### config.mk
export PLATFORM = sky130hd
export DESIGN_NAME = usb_rx_ctrl
export DESIGN_NICKNAME = d
export VERILOG_FILES = /design/src/rtl/usb_rx_ctrl.sv
export SDC_FILE = /design/constraint.sdc
export NUM_CORES = 1
export LEC_CHECK = 0
export ABC_AREA = 1
export CELL_PAD_IN_SITES_DETAIL_PLACEMENT = 0
export CELL_PAD_IN_SITES_GLOBAL_PLACEMENT = 1
export CORE_MARGIN = 8
export CORE_UTILIZATION = 42
export DETAILED_ROUTE_END_ITERATION = 8
export PLACE_DENSITY_LB_ADDON = 0.1
export SKIP_CTS_REPAIR_TIMING = 1
export SLEW_MARGIN = 20
export SYNTH_ARGS = -nofsm -noshare
export SYNTH_HDL_FRONTEND = slang
export SYNTH_SLANG_ARGS = --single-unit
### constraint.sdc
create_clock -name clk -period 1.9 [get_ports clk]
set_input_delay 0.285 -clock clk [delete_from_list [all_inputs] [get_ports clk]]
set_output_delay 0.285 -clock clk [all_outputs]
set_load 0.01 [all_outputs]
### src/rtl/usb_rx_ctrl.sv
// USB full-speed receive packet controller: SYNC detect, LSB-first byte assembly,
// EOP detect and bit-stuff / alignment / babble error reporting.
module usb_rx_ctrl #(
  parameter int unsigned SYNC_ZEROS = 6,
  parameter int unsigned MAX_BYTES  = 1027
) (
  input  logic       clk,
  input  logic       rst_n,
  input  logic       clk_trans,
  input  logic       d,
  input  logic       strobe,
  input  logic       se0,
  output logic [7:0] rx_data,
  output logic       rx_valid,
  output logic       rx_active,
  output logic       rx_sop,
  output logic       rx_eop,
  output logic       rx_error,
  output logic [1:0] err_code
);

  typedef enum logic [1:0] {StIdle, StData, StEopWait, StErrWait} state_e;

  localparam logic [1:0] ErrNone   = 2'd0;
  localparam logic [1:0] ErrStuff  = 2'd1;
  localparam logic [1:0] ErrAlign  = 2'd2;
  localparam logic [1:0] ErrBabble = 2'd3;

  state_e      state_q, state_d;
  logic [3:0]  zero_cnt_q, zero_cnt_d;
  logic [2:0]  bit_cnt_q, bit_cnt_d;
  logic [10:0] byte_cnt_q, byte_cnt_d;
  logic [7:0]  shift_q, shift_d;
  logic [7:0]  rx_data_q, rx_data_d;
  logic        rx_valid_q, rx_valid_d;
  logic        rx_active_q, rx_active_d;
  logic        rx_sop_q, rx_sop_d;
  logic        rx_eop_q, rx_eop_d;
  logic        rx_error_q, rx_error_d;
  logic [1:0]  err_code_q, err_code_d;

  logic       bit_evt;
  logic       stuff_err;
  logic [7:0] byte_next;
  logic       sync_ok;
  logic       babble;

  assign bit_evt   = clk_trans & strobe;
  // A dropped stuff bit that reads as 1 means the sender produced seven 1s in a row.
  assign stuff_err = clk_trans & ~strobe & d;
  assign byte_next = {d, shift_q[7:1]};
  assign sync_ok   = 32'(zero_cnt_q) >= SYNC_ZEROS;
  assign babble    = 32'(byte_cnt_q) >= MAX_BYTES;

  always_comb begin
    state_d     = state_q;
    zero_cnt_d  = zero_cnt_q;
    bit_cnt_d   = bit_cnt_q;
    byte_cnt_d  = byte_cnt_q;
    shift_d     = shift_q;
    rx_data_d   = rx_data_q;
    rx_active_d = rx_active_q;
    err_code_d  = err_code_q;
    rx_valid_d  = 1'b0;
    rx_sop_d    = 1'b0;
    rx_eop_d    = 1'b0;
    rx_error_d  = 1'b0;

    unique case (state_q)
      StIdle: begin
        if (bit_evt) begin
          if (!d) begin
            if (zero_cnt_q != 4'hF) zero_cnt_d = zero_cnt_q + 4'd1;
          end else begin
            zero_cnt_d = 4'd0;
            if (sync_ok) begin
              rx_sop_d    = 1'b1;
              rx_active_d = 1'b1;
              bit_cnt_d   = 3'd0;
              byte_cnt_d  = 11'd0;
              err_code_d  = ErrNone;
              state_d     = StData;
            end
          end
        end
      end

      StData: begin
        if (stuff_err) begin
          rx_error_d = 1'b1;
          err_code_d = ErrStuff;
          state_d    = StErrWait;
        end else if (se0) begin
          // Any bit event in this cycle is deliberately ignored.
          if (bit_cnt_q == 3'd0) begin
            rx_eop_d = 1'b1;
          end else begin
            rx_error_d = 1'b1;
            err_code_d = ErrAlign;
          end
          state_d = StEopWait;
        end else if (bit_evt) begin
          shift_d   = byte_next;
          bit_cnt_d = bit_cnt_q + 3'd1;
          if (bit_cnt_q == 3'd7) begin
            if (babble) begin
              rx_error_d = 1'b1;
              err_code_d = ErrBabble;
              state_d    = StErrWait;
            end else begin
              rx_data_d  = byte_next;
              rx_valid_d = 1'b1;
              if (byte_cnt_q != 11'h7FF) byte_cnt_d = byte_cnt_q + 11'd1;
            end
          end
        end
      end

      StEopWait, StErrWait: begin
        if (!se0) begin
          state_d     = StIdle;
          rx_active_d = 1'b0;
          zero_cnt_d  = 4'd0;
        end
      end

      default: state_d = StIdle;
    endcase
  end

  always_ff @(posedge clk or negedge rst_n) begin
    if (!rst_n) begin
      state_q     <= StIdle;
      zero_cnt_q  <= 4'd0;
      bit_cnt_q   <= 3'd0;
      byte_cnt_q  <= 11'd0;
      shift_q     <= 8'h00;
      rx_data_q   <= 8'h00;
      rx_valid_q  <= 1'b0;
      rx_active_q <= 1'b0;
      rx_sop_q    <= 1'b0;
      rx_eop_q    <= 1'b0;
      rx_error_q  <= 1'b0;
      err_code_q  <= ErrNone;
    end else begin
      state_q     <= state_d;
      zero_cnt_q  <= zero_cnt_d;
      bit_cnt_q   <= bit_cnt_d;
      byte_cnt_q  <= byte_cnt_d;
      shift_q     <= shift_d;
      rx_data_q   <= rx_data_d;
      rx_valid_q  <= rx_valid_d;
      rx_active_q <= rx_active_d;
      rx_sop_q    <= rx_sop_d;
      rx_eop_q    <= rx_eop_d;
      rx_error_q  <= rx_error_d;
      err_code_q  <= err_code_d;
    end
  end

  assign rx_data   = rx_data_q;
  assign rx_valid  = rx_valid_q;
  assign rx_active = rx_active_q;
  assign rx_sop    = rx_sop_q;
  assign rx_eop    = rx_eop_q;
  assign rx_error  = rx_error_q;
  assign err_code  = err_code_q;

endmodule

==> flow_metrics.py <==
metrics = {
    "status": {
        "status": "complete, no violations",
    },
    "drt": {
        "wl_um": 4890,
        "route.vias.total": 1892,
        "drc": 0,
        "viasPerCell": 4.91,
        "drt_iter0_drc": 94,
        "wl_per_cell_um": 12.7,
        "ant_nets": 0,
        "drt-pass1-iter-count": 4,
    },
    "floorplanning": {
        "core_mm2": 0.00514,
        "io_pins": 21,
        "placementRows": 26,
        "die_x_um": 89.2,
        "die-area_mm2": 0.00795,
        "die_h_um": 89.2,
        "start_util_pct": 43.7,
    },
    "sta": {
        "min_period_ns": 1.73,
        "setup_viol": 0,
        "fmax_mhz": 577,
        "slew_headroom_pct": 70.2,
        "rsz0062_at_grt": "false",
        "finalHoldViolations": 0,
        "tns_ns": 0,
        "finClkSkew_ns": 0.00544,
        "drv_slew": 0,
        "period_share_pct": 91.3,
        "worstMarginPinSlew_ns": 0.443,
    },
    "power": {
        "clkPwrFrac_pct": 20.8,
        "p_leak_nw": 1.36,
        "p_per_area_mw_per_mm2": 1260,
        "netSwitchingFraction_pct": 39.8,
        "pwr-share-comb_pct": 41.9,
        "max-vdd-ir-drop_mv": 0.589,
        "seqPwrFrac_pct": 37.3,
        "power_switching_w": 0.00137,
        "internal_power_w": 0.00207,
    },
    "yosys": {
        "synth_cells": 280,
        "yosys_register_bits": 42,
        "yosysSeqAreaShare_pct": 46.7,
        "yosysUniqueCellTypes": 25,
        "synthTopCellsByArea": "dfrtp_1, nand2_1, inv_1, o21ai_0, ha_1",
        "netlist.area_leader.share_pct": 46.7,
        "syn_nets": 292,
        "synth_warnings": 0,
        "syn_avg_cell_area_um2": 8.03,
        "netlist_area_mm2": 0.00225,
        "yosysTopAreaCell": "dfrtp_1",
    },
    "critical_path": {
        "r2r_slack_ns": 0.17,
        "r2r-start": "byte_cnt_q[1]",
        "cp-end-kind": "register",
        "startpoint": "byte_cnt_q[1]",
        "reg2reg_depth": 10,
        "critPathRequiredTime_ns": 2.14,
        "rr_endpoint": "byte_cnt_q[5]",
        "critPathArrivalTime_ns": 1.97,
        "crit_fanout": 11,
        "crit_path_start_kind": "register",
        "crit_type": "reg -> reg",
    },
    "layout": {
        "n_antenna_cell": 0,
        "areaGrowthSynthToFinish_pct": 21.5,
        "layout_common_cells": "nand2_1, dfrtp_1, inv_1",
        "final_common_cell": "nand2_1",
        "fin_area_mm2": 0.00273,
        "nNetsFinal": 326,
        "drive_gt1_share_pct": 14.3,
    },
    "placed_design": {
        "dpl_cell_area_mm2": 0.00257,
        "routabilityCongestion": 0.782,
        "io_buffer_count": 20,
        "dp_hpwl_um": 3580,
    },
    "clock_tree": {
        "cts_sinks": 42,
        "cts_max_level": 2,
        "insertion_delay_ns": 0.30,
        "cts_root_buffer": "clkbuf_8",
        "clk_pin_slew_ns": 0.09,
        "numCtsBuffers": 5,
        "cts_tree": "built",
        "clk_path_buf_depth": 2,
    },
    "global_routing": {
        "grt_max_degree": 27,
        "grt_first_pass_wirelength_um": 8420,
        "grtUsageTotal_pct": 13.4,
        "overflow": 0,
        "antenna_found_initial": 0,
        "grt_pass1_vias": 1822,
    },
    "min_path": {
        "holdCritPathClass": "in -> async",
    },
    "job": {
        "max_cap_viol_count": 0,
    },
}
cells by family after synthesis:
| logic type | count (synthesis) | synth area share (%) |
|---|---|---|
| buffers and inverters | 37 | 7.62 |
| AOI/OAI and AO/OA | 43 | 10.8 |
| DFF | 42 | 46.7 |
| adders and majority gates | 6 | 3.34 |
| and+or+nand+nor | 152 | 31.5 |
worst max-delay path by stage:
stage | slack (ns) | endpoint
global placement | 0.14 | byte_cnt_q[8]
finish | 0.17 | byte_cnt_q[5]
CTS | 0.08 | byte_cnt_q[5]
floorplan | 0.38 | byte_cnt_q[3]
detailed placement | 0.06 | byte_cnt_q[5]
global route | 0.01 | rx_data[6]
synth_stat cells:
cell and number:
a21oi_1 14, a21oi_4 1, a31oi_1 4, buf_2 2, buf_6 4, dfrtp_1 42
ha_1 6, inv_1 27, inv_2 4, nand2_1 92, nand2_2 3, nand2_4 3
nand3_1 13, nand3_2 3, nand4_1 7, nor2_1 15, nor2_2 5, nor2_4 2
nor3_1 6, nor3_4 1, nor3b_1 2, o21a_1 1, o21ai_0 20, o21ai_2 2
o22ai_1 1
metrics by stage:
stage	power (W)	cells	util, %	setup WS [ns]	hold WS, ns
floorplan	0.00227	280	-	0.382	-0.0106
global placement	0.00271	375	50.0	0.136	0.249
detailed placement	0.00272	375	50.0	0.0563	0.250
CTS	0.00345	383	52.2	0.0750	-0.0776
global route	0.00371	385	53.2	0.0120	0.486
finish	0.00344	385	53.2	0.166	0.453
metal layers:
layer | part of all wire, % | vias to the layer above | track usage [%]
met5 | 0 | - | 0
met1 | 49 | 886 | 17.4
met3 | 3.5 | 6 | 3.13
met4 | 1.0 | 0 | 3.63
li1 | - | 979 | -
met2 | 47 | 21 | 21.8
flip-flops by register name (all words and copies together) (netlist names):
signal      flops
rx_data         8
rx_eop          1
err_code        2
state_q         2
bit_cnt_q       3
byte_cnt_q     11
rx_valid        1
shift_q         7
rx_active       1
rx_error        1
rx_sop          1
zero_cnt_q      4
power groups by stage:
stage | registers, W | clock network (W) | logic (W)
4_1_cts | 0.00129 | 0.000743 | 0.00142
5_1_grt | 0.00132 | 0.000773 | 0.00162
3_3_place_gp | 0.00130 | 0 | 0.00140
6_report | 0.00128 | 0.000715 | 0.00144
3_5_place_dp | 0.00130 | 0 | 0.00141
2_1_floorplan | 0.00131 | 0 | 0.000963
worst max-delay path: stages (launching register included):
cell     delay (ns)
dfrtp_1        0.41
ha_1           0.20
nor2_1         0.14
nand2_1        0.07
inv_1          0.07
nand3_2        0.13
nand2_4        0.14
nand2_8        0.11
a21oi_4        0.25
nand2_1        0.09
nand2_1        0.06
final cells by class:
type | count | area, µm²
fillers | 539 | 2410
repair buffers | 32 | 300
flip-flops and latches | 42 | 1050
clock buffers | 5 | 68.8
multi-input cells | 202 | 1060
well taps | 70 | 87.6
clock inverters | 3 | 45.0
inverters | 31 | 116
Note: power is estimated with default switching activity, not from simulation.
